[config.mk]
export PLATFORM = sky130hd
export DESIGN_NAME = spi_cs_sequencer_flat
export DESIGN_NICKNAME = d
export VERILOG_FILES = /design/src/rtl/spi_cs_seq_if.sv /design/src/rtl/spi_cs_sequencer.sv /design/src/flat_wrapper.sv
export SDC_FILE = /design/constraint.sdc
export NUM_CORES = 1
export LEC_CHECK = 0
export CAP_MARGIN = 20
export CORE_MARGIN = 1
export CORE_UTILIZATION = 54
export CTS_CLUSTER_SIZE = 20
export DETAILED_ROUTE_END_ITERATION = 8
export PLACE_DENSITY = 0.75
export RECOVER_POWER = 50
export SLEW_MARGIN = 10
export SYNTH_ARGS = -nofsm -noshare
export SYNTH_HDL_FRONTEND = slang
export SYNTH_SLANG_ARGS = --single-unit
[constraint.sdc]
create_clock -name clk -period 1.9 [get_ports clk]
set_input_delay 0.285 -clock clk [delete_from_list [all_inputs] [get_ports clk]]
set_output_delay 0.285 -clock clk [all_outputs]
set_load 0.02 [all_outputs]
[src/rtl/spi_cs_seq_if.sv]
// MCU SPI bus, peripheral MISO/CS fan-out and status bundle for spi_cs_sequencer.
// master = MCU/environment side, slave = the sequencer.
interface spi_cs_seq_if #(
  parameter int N_PERIPH = 8
);
  logic                spi_sck;
  logic                spi_cs_n;
  logic                spi_mosi;
  logic                special;
  logic [N_PERIPH-1:0] periph_miso;
  logic                spi_miso;
  logic [N_PERIPH-1:0] cs_vec;
  logic [N_PERIPH-1:0] reg_mux;
  logic                frame_err;
  logic                busy;

  modport master (
    output spi_sck, spi_cs_n, spi_mosi, special, periph_miso,
    input  spi_miso, cs_vec, reg_mux, frame_err, busy
  );

  modport slave (
    input  spi_sck, spi_cs_n, spi_mosi, special, periph_miso,
    output spi_miso, cs_vec, reg_mux, frame_err, busy
  );
endinterface

[src/rtl/spi_cs_sequencer.sv]
// Shared MCU SPI bus owner: routes frames to mux-selected peripheral chip-selects or
// writes the mux register. Define SPI_CS_SEQ_READBACK_EN to shift the old register out on MISO.
module spi_cs_sequencer #(
  parameter int                  N_PERIPH  = 8,
  parameter logic [N_PERIPH-1:0] RESET_MUX = '0
) (
  input logic          clk,
  input logic          rst_n,
  spi_cs_seq_if.slave  bus
);
  localparam int                CNT_W    = $clog2(N_PERIPH + 2);
  localparam logic [CNT_W-1:0] CNT_FULL = CNT_W'(N_PERIPH);
  localparam logic [CNT_W-1:0] CNT_MAX  = CNT_W'(N_PERIPH + 1);

  typedef enum logic [1:0] {
    IDLE   = 2'd0,
    PERIPH = 2'd1,
    REG    = 2'd2
  } state_t;

  logic [1:0] sck_sync, cs_sync, mosi_sync, spec_sync;
  logic       sck_d, cs_d;
  logic       sck_rise, cs_fall, cs_rise;
  logic       mosi_s, spec_s;

  // CS synchroniser resets high so a released reset never looks like a frame start.
  always_ff @(posedge clk or negedge rst_n) begin
    if (!rst_n) begin
      sck_sync  <= 2'b00;
      cs_sync   <= 2'b11;
      mosi_sync <= 2'b00;
      spec_sync <= 2'b00;
      sck_d     <= 1'b0;
      cs_d      <= 1'b1;
    end else begin
      sck_sync  <= {sck_sync[0], bus.spi_sck};
      cs_sync   <= {cs_sync[0], bus.spi_cs_n};
      mosi_sync <= {mosi_sync[0], bus.spi_mosi};
      spec_sync <= {spec_sync[0], bus.special};
      sck_d     <= sck_sync[1];
      cs_d      <= cs_sync[1];
    end
  end

  assign sck_rise = sck_sync[1] & ~sck_d;
  assign cs_fall  = cs_d & ~cs_sync[1];
  assign cs_rise  = ~cs_d & cs_sync[1];
  assign mosi_s   = mosi_sync[1];
  assign spec_s   = spec_sync[1];

  state_t              state_reg, state_next;
  logic [N_PERIPH-1:0] sel_reg, sel_next;
  logic [N_PERIPH-1:0] shreg_reg, shreg_next;
  logic [CNT_W-1:0]    bit_cnt_reg, bit_cnt_next;
  logic [N_PERIPH-1:0] reg_mux_reg, reg_mux_next;
  logic                frame_err_reg, frame_err_next;
  logic [N_PERIPH-1:0] cs_vec_reg, cs_vec_next;
  logic                busy_reg, busy_next;
  logic                miso_out;

`ifdef SPI_CS_SEQ_READBACK_EN
  logic                sck_fall;
  logic [N_PERIPH-1:0] rb_shreg_reg, rb_shreg_next;
  assign sck_fall = sck_d & ~sck_sync[1];
`endif

  always_ff @(posedge clk or negedge rst_n) begin
    if (!rst_n) begin
      state_reg     <= IDLE;
      sel_reg       <= '0;
      shreg_reg     <= '0;
      bit_cnt_reg   <= '0;
      reg_mux_reg   <= RESET_MUX;
      frame_err_reg <= 1'b0;
      cs_vec_reg    <= '1;
      busy_reg      <= 1'b0;
`ifdef SPI_CS_SEQ_READBACK_EN
      rb_shreg_reg  <= '0;
`endif
    end else begin
      state_reg     <= state_next;
      sel_reg       <= sel_next;
      shreg_reg     <= shreg_next;
      bit_cnt_reg   <= bit_cnt_next;
      reg_mux_reg   <= reg_mux_next;
      frame_err_reg <= frame_err_next;
      cs_vec_reg    <= cs_vec_next;
      busy_reg      <= busy_next;
`ifdef SPI_CS_SEQ_READBACK_EN
      rb_shreg_reg  <= rb_shreg_next;
`endif
    end
  end

  always_comb begin
    state_next     = state_reg;
    sel_next       = sel_reg;
    shreg_next     = shreg_reg;
    bit_cnt_next   = bit_cnt_reg;
    reg_mux_next   = reg_mux_reg;
    frame_err_next = frame_err_reg;
`ifdef SPI_CS_SEQ_READBACK_EN
    rb_shreg_next  = rb_shreg_reg;
`endif
    case (state_reg)
      IDLE: begin
        if (cs_fall) begin
          if (spec_s) begin
            state_next    = REG;
            bit_cnt_next  = '0;
            shreg_next    = '0;
`ifdef SPI_CS_SEQ_READBACK_EN
            rb_shreg_next = reg_mux_reg;
`endif
          end else begin
            state_next = PERIPH;
            sel_next   = reg_mux_reg;
          end
        end
      end
      PERIPH: begin
        if (cs_rise) state_next = IDLE;
      end
      REG: begin
        if (sck_rise) begin
          shreg_next = (shreg_reg << 1) | N_PERIPH'(mosi_s);
          if (bit_cnt_reg != CNT_MAX) bit_cnt_next = bit_cnt_reg + 1'b1;
        end
`ifdef SPI_CS_SEQ_READBACK_EN
        if (sck_fall) rb_shreg_next = rb_shreg_reg << 1;
`endif
        if (cs_rise) begin
          state_next = IDLE;
          if (bit_cnt_reg == CNT_FULL) begin
            reg_mux_next   = shreg_reg;
            frame_err_next = 1'b0;
          end else begin
            frame_err_next = 1'b1;
          end
        end
      end
      default: state_next = IDLE;
    endcase
    // Outputs follow the next state so CS moves on the same edge as the state change.
    cs_vec_next = (state_next == PERIPH) ? ~sel_next : '1;
    busy_next   = (state_next != IDLE);
  end

  // MISO is a direct pass-through so it adds no clk latency to the peripheral's data.
  always_comb begin
    miso_out = 1'b0;
    if (state_reg == PERIPH) miso_out = |(bus.periph_miso & sel_reg);
`ifdef SPI_CS_SEQ_READBACK_EN
    else if (state_reg == REG) miso_out = rb_shreg_reg[N_PERIPH-1];
`endif
  end

  assign bus.spi_miso  = miso_out;
  assign bus.cs_vec    = cs_vec_reg;
  assign bus.reg_mux   = reg_mux_reg;
  assign bus.frame_err = frame_err_reg;
  assign bus.busy      = busy_reg;
endmodule

[src/flat_wrapper.sv]
// flat-port wrapper written by rule: the top's interface ports become plain ports
module spi_cs_sequencer_flat 
#(
  parameter int                  N_PERIPH  = 8,
  parameter logic [N_PERIPH-1:0] RESET_MUX = '0
)
  (clk, rst_n, bus_spi_sck, bus_spi_cs_n, bus_spi_mosi, bus_special, bus_periph_miso, bus_spi_miso, bus_cs_vec, bus_reg_mux, bus_frame_err, bus_busy);
  spi_cs_seq_if #(.N_PERIPH(N_PERIPH)) bus_i ();
  input logic clk;
  input logic rst_n;
  input wire logic [$bits(bus_i.spi_sck)-1:0] bus_spi_sck;
  input wire logic [$bits(bus_i.spi_cs_n)-1:0] bus_spi_cs_n;
  input wire logic [$bits(bus_i.spi_mosi)-1:0] bus_spi_mosi;
  input wire logic [$bits(bus_i.special)-1:0] bus_special;
  input wire logic [$bits(bus_i.periph_miso)-1:0] bus_periph_miso;
  output wire logic [$bits(bus_i.spi_miso)-1:0] bus_spi_miso;
  output wire logic [$bits(bus_i.cs_vec)-1:0] bus_cs_vec;
  output wire logic [$bits(bus_i.reg_mux)-1:0] bus_reg_mux;
  output wire logic [$bits(bus_i.frame_err)-1:0] bus_frame_err;
  output wire logic [$bits(bus_i.busy)-1:0] bus_busy;
  assign bus_i.spi_sck = bus_spi_sck;
  assign bus_i.spi_cs_n = bus_spi_cs_n;
  assign bus_i.spi_mosi = bus_spi_mosi;
  assign bus_i.special = bus_special;
  assign bus_i.periph_miso = bus_periph_miso;
  assign bus_spi_miso = bus_i.spi_miso;
  assign bus_cs_vec = bus_i.cs_vec;
  assign bus_reg_mux = bus_i.reg_mux;
  assign bus_frame_err = bus_i.frame_err;
  assign bus_busy = bus_i.busy;
  spi_cs_sequencer #(.N_PERIPH(N_PERIPH), .RESET_MUX(RESET_MUX)) u_core (.clk(clk), .rst_n(rst_n), .bus(bus_i));
endmodule
==> out/qor.yml, run 1 <==
status:
  outcome: "finished, final reports clean"
synth:
  synth-edff-count: 0
  seq_area_frac_synth: 0.553
  synth_area_mm2: 0.00229
  syn_inst: 182
  async_flop_share: 1.00
  ys_warn_count: 0
  synth_flop_cell: "dfrtp_1"
  yosys.area.top_type: "dfrtp_1"
  ys_ff_latch: 50
  synth.area.top_cells: "dfrtp_1, dfstp_2, mux2_2"
  syn-mean-instance-area_um2: 12.6
  netlist.area_leader.share: 0.426
  synth_nets: 204
  synth_cell_type_count: 35
worst_setup_path:
  reg2reg_from: "u_core.state_reg[0]$_DFF_PN0_"
  r2r-end: "u_core.bit_cnt_reg[2]$_DFFE_PN0P_"
  crit_path_start_kind: "flop"
  ff2ff_path_depth: 6
  slowest_stage: "dfrtp_1"
  crit_type: "reg -> reg"
  cp_data_required_time_ps: 2090
  path_max_fanout: 6
  slowest_delay_ps: 420
  end_kind: "flop"
  cp.arrival_ps: 2040
  path_cells: "inv_1 -> ha_1 -> and4b_4 -> a211oi_4 -> nor2b_1 -> a311o_1"
  crit_start: "u_core.state_reg[0]$_DFF_PN0_"
  regToRegSetupSlack_ps: 50
floorplanning:
  initial_core_util: 0.568
  die_area_mm2: 0.00450
  core-area_mm2: 0.00403
  die_h_um: 67.1
  die_x_um: 67.1
  pin_count: 33
  placementRows: 23
min_path:
  hold_class: "reg -> reg"
  hp-start: "u_core.sck_sync[0]$_DFF_PN0_"
  whs_endpoint: "u_core.sck_sync[1]$_DFF_PN0_"
  hold_path_depth: 0
clock_tree:
  htree_num_levels: 2
  clk_pin_slew_ps: 80
  cts_buffers: 5
  clkSinkCount: 50
  cts_root_buf: "clkbuf_8"
  insertion_delay_ps: 300
  clock_path_buffers: 2
  cts_tree: "built"
sta:
  slew_viol_final: 0
  hold_violations: 0
  rsz0062_at_grt: "yes"
  period_share: 0.973
  fmax_mhz: 541
  fin_crit_ps: 1850
  maxSlewHeadroom: 0.217
  finClkSkew_ps: 9.15
  worst_slew_pin_slew_ps: 1170
  setup_violations: 0
  setup-tns-final_ps: 0
grt:
  grt_max_degree: 51
  grtUsageTotal: 0.236
  grt_pass1_wl_um: 7650
  grt_overflow: 0
  antenna_found_initial: 0
  grt_pass1_vias: 1635
drt:
  wl_per_cell_um: 17.4
  vias: 1655
  dr.pass1.iters: 4
  ant_nets: 0
  drc_errors: 0
  viasPerCell: 6.00
  drtIter0Drc: 67
  wl_um: 4810
run:
  maxCapViolCount: 0
power:
  ir_drop_mv: 0.932
  leakage_uw: 0.00123
  power_density_mw_per_mm2: 1040
cells_and_area:
  area_growth_pct: 23.5
  final_common_cell: "dfrtp_1"
  drive_gt1_frac: 0.243
  diodes: 0
  nNetsFinal: 247
  final_cell_mix: "dfrtp_1, clkdlybuf4s50_1, mux2_2"
  design_area_mm2: 0.00283
placed_design:
  gp_congestion: 0.740
  post-dp-hpwl_um: 3450
  place_area_mm2: 0.00271
  port_buffers: 32
[critical path: cells and delay by family, from the launching register on]
family,cells,cell delay [ps]
buffers and inverters,1,110
AND/OR/NAND/NOR,2,330
flip-flops,1,420
adder cells (fa/ha/maj),1,280
AO/OA/AOI/OAI,2,590
[report_power, final]
part	internal, uW	switching (uW)	total [uW]
sequential	1150	93.7	1240
clock	394	331	724
combinational	388	588	976
total	1930	1010	2940
[logic make-up after synthesis]
kind of cell / synth area share
DFF: 0.553
muxes: 0.0837
AOI/OAI and AO/OA: 0.145
and+or+nand+nor: 0.143
buffers and inverters: 0.0317
adders and majority gates: 0.0437
[worst max path at each step]
stage	end	slack [ps]
3_3_place_gp	bus_spi_miso	-70
3_5_place_dp	bus_spi_miso	-110
4_1_cts	bus_spi_miso	5
2_1_floorplan	u_core.bus.cs_vec[0]$_DFF_PN1_	160
6_report	u_core.bit_cnt_reg[2]$_DFFE_PN0P_	50
5_1_grt	u_core.bus.cs_vec[7]$_DFF_PN1_	-50
[layer usage]
layer  wire, um  part of all wire  vias to the layer above  global-route usage
met5          0                 0                        -                   0
met4         86             0.018                        0               0.120
met3        228             0.047                        6              0.0531
met2       2540              0.53                       61               0.411
met1       1960              0.41                      834               0.270
li1           -                 -                      754                   -
[cell usage after synthesis (all sizes together) (2+ instances only)]
cell type  count
nand3          9
nand2          5
a22o           9
nand4b         8
o22ai          2
inv           10
dfstp         11
nand2b         9
dfrtp         39
a21oi         12
clkbuf         6
buf            2
nor2b          3
a221o          8
mux2          17
ha             8
a22oi          4
nor2           6
[per-stage QoR]
step                worst slack, ps   util  total power, uW  cells  hold WS (ps)
floorplan                       155      -             1890    182         -10.6
global placement              -74.0  0.673             2140    265           284
detailed placement             -108  0.673             2200    265           290
CTS                            5.40  0.702             2930    274           362
global route                  -51.7  0.702             3090    276           362
finish                         50.8  0.702             2940    276           357
[cell type report]
cell class | instances | area (um^2)
clock inverters | 1 | 30.0
multi-input cells | 114 | 955
repair buffers | 44 | 400
well taps | 50 | 62.6
clock buffers | 7 | 76.3
flip-flops and latches | 50 | 1260
inverters | 10 | 37.5
fillers | 293 | 1200
[what timing repair did]
action                                  4_1_cts  5_1_grt
setup buffers                                 0        2
pin swaps                                     0        2
endpoints found under the setup margin        1       27
endpoints found under the hold margin        39        0
hold buffers                                  1        0
resized for setup                             2        4
(Power assumes the default switching activity.)
==> run 2: changes to the inputs <==
REMOVE_ABC_BUFFERS = 1   (was not set)
SKIP_LAST_GASP = 1   (was not set)
==> out/qor.yml, run 2 (synthesized netlist as in run 1, its figures left out) <==
sta:
  fin_crit_ps: 1770  # -75.8 ps
  setup-tns-final_ps: 0  # unchanged
  finClkSkew_ps: 5.22  # -3.93 ps
  rsz0062_at_grt: "no"
  fmax_mhz: 564  # +4.3%
  setup_violations: 0  # unchanged
  period_share: 0.933  # -0.0399
  whs_ps: 360  # +2.37 ps
  maxSlewHeadroom: 0.506  # +0.289
  slew_viol_final: 0  # unchanged
  hold_violations: 0  # unchanged
  worst_slew_pin_slew_ps: 739  # -435 ps
clock_tree:
  cts_buffers: 5  # unchanged
  clkSinkCount: 50  # unchanged
  clock_path_buffers: 2  # unchanged
  cts_root_buf: "clkbuf_8"
  insertion_delay_ps: 300  # about the same
  htree_num_levels: 2  # unchanged
  clk_pin_slew_ps: 90  # about the same
  cts_tree: "built"
floorplanning:
  core-area_mm2: 0.00403  # unchanged
  pin_count: 33  # unchanged
  initial_core_util: 0.568  # unchanged
  die_area_mm2: 0.00450  # unchanged
  placementRows: 23  # unchanged
  die_x_um: 67.1  # unchanged
  die_h_um: 67.1  # unchanged
min_path:
  hold_class: "reg -> reg"
grt:
  grt_max_degree: 31  # -39%
  grt_pass1_wl_um: 7780  # +1.7%
  grt_pass1_vias: 1640  # +0.31%
  antenna_found_initial: 0  # unchanged
  grt_overflow: 0  # unchanged
  grtUsageTotal: 0.236  # -0.000837
power:
  ir_drop_mv: 0.703  # -25%
  leakage_uw: 0.00121  # -1.2%
  power_density_mw_per_mm2: 1010  # -3.3%
  finalPower_uw: 2800  # -4.8%
worst_setup_path:
  end_kind: "flop"
  cp.arrival_ps: 1960  # -80 ps
  cp_data_required_time_ps: 2090  # about the same
  crit_path_start_kind: "flop"
  path_max_fanout: 6  # unchanged
  path_delay_family: "flip-flops"
  slowest_stage: "dfrtp_1"
  slowest_delay_ps: 380  # -40 ps
  path_cells: "inv_1 -> ha_1 -> and4b_4 -> a211oi_4 -> nand2_1 -> mux2_2"
  crit_type: "reg -> reg"
  cp_num_buf_inv: 1  # unchanged
placed_design:
  port_buffers: 32  # unchanged
  gp_congestion: 0.748  # +1.1%
  dp_cells: 263  # -0.75%
  post-dp-hpwl_um: 3330  # -3.3%
drt:
  viasPerCell: 5.92  # -1.3%
  dr.pass1.iters: 4  # unchanged
  drc_errors: 0  # unchanged
  drtIter0Drc: 102  # +52%
  vias: 1622  # -2.0%
  ant_nets: 0  # unchanged
  wl_per_cell_um: 16.7  # -4.1%
  wl_um: 4580  # -4.8%
cells_and_area:
  fin_cells: 274  # -0.72%
  fillers: 294  # +0.34%
  drive_gt1_frac: 0.228  # -0.0157
  diodes: 0  # unchanged
  final_common_cell: "dfrtp_1"
  final_cell_mix: "dfrtp_1, clkdlybuf4s50_1, mux2_2"
  nNetsFinal: 245  # -0.81%
  area_growth_pct: 21.7
run:
  maxCapViolCount: 0  # unchanged
status:
  outcome: "finished, final reports clean"
[run 2: cell types whose count changed in the layout (fill, tap and decap cells not counted), sizes merged]
cell    previous run  this run
buf               11         8
clkinv             0         2
bufinv             1         0
[run 2: worst register-to-register path: cells and delay by family, from the launching register on]
family | cells | cell delay (ps)
flops | 1 | 380
simple gates | 2 | 370
mux | 1 | 290
fa+ha+maj | 1 | 280
compound gates | 1 | 270
buf+inv | 1 | 90
[run 2: layout make-up]
| class | count | area (um^2) | share of cell area |
|---|---|---|---|
| clock buffer | 6 | 72.6 | 0.0261 |
| inverter | 10 | 37.5 | 0.0135 |
| tap | 50 | 62.6 | 0.0225 |
| timing repair buffer | 42 | 385 | 0.138 |
| multi-input combinational | 114 | 951 | 0.342 |
| sequential | 50 | 1260 | 0.454 |
| clock inverter | 2 | 10.0 | 0.00360 |
[run 2: power breakdown]
part           leakage [uW]  switching [uW]  internal, uW
registers          0.000636            83.5          1150
clock network     0.0000450             329           256
logic              0.000531             605           382
[run 2: final timing paths]
kind	start	depth (start not counted)	endpoint	slack, ps
max reg2reg	u_core.state_reg[0]$_DFF_PN0_	6	u_core.bit_cnt_reg[0]$_DFFE_PN0P_	130
min in group asynchronous	rst_n	2	u_core.bit_cnt_reg[1]$_DFFE_PN0P_	510
max	u_core.state_reg[0]$_DFF_PN0_	6	u_core.bit_cnt_reg[0]$_DFFE_PN0P_	130
max in group asynchronous	rst_n	3	u_core.sel_reg[0]$_DFF_PN0_	400
min	u_core.sck_sync[0]$_DFF_PN0_	0	u_core.sck_sync[1]$_DFF_PN0_	360
min reg2reg	u_core.sck_sync[0]$_DFF_PN0_	0	u_core.sck_sync[1]$_DFF_PN0_	360
[run 2: repair_timing]
item / in CTS / in global routing
pin swaps: 0 / 1
endpoints found under the setup margin: 3 / 3
resized for setup: 1 / 3
hold buffers: 1 / 0
endpoints found under the hold margin: 21 / 0
buffers inserted: 2 / 0
[run 2: routing by layer]
layer | part of all wire | track usage | wire length [um]
met2 | 0.54 | 0.405 | 2470
met3 | 0.041 | 0.0616 | 186
met4 | 0.0052 | 0.0505 | 24
met5 | 0 | 0 | 0
met1 | 0.41 | 0.297 | 1900
[run 2: through the flow]
step | instance area, um^2 | setup slack, ps | utilization
detailed placement | 2700 | -79.4 | 0.669
global placement | 2700 | -77.0 | 0.669
floorplan | 2250 | -290 | -
CTS | 2800 | 32.5 | 0.696
global route | 2780 | 7.01 | 0.691
finish | 2780 | 127 | 0.691
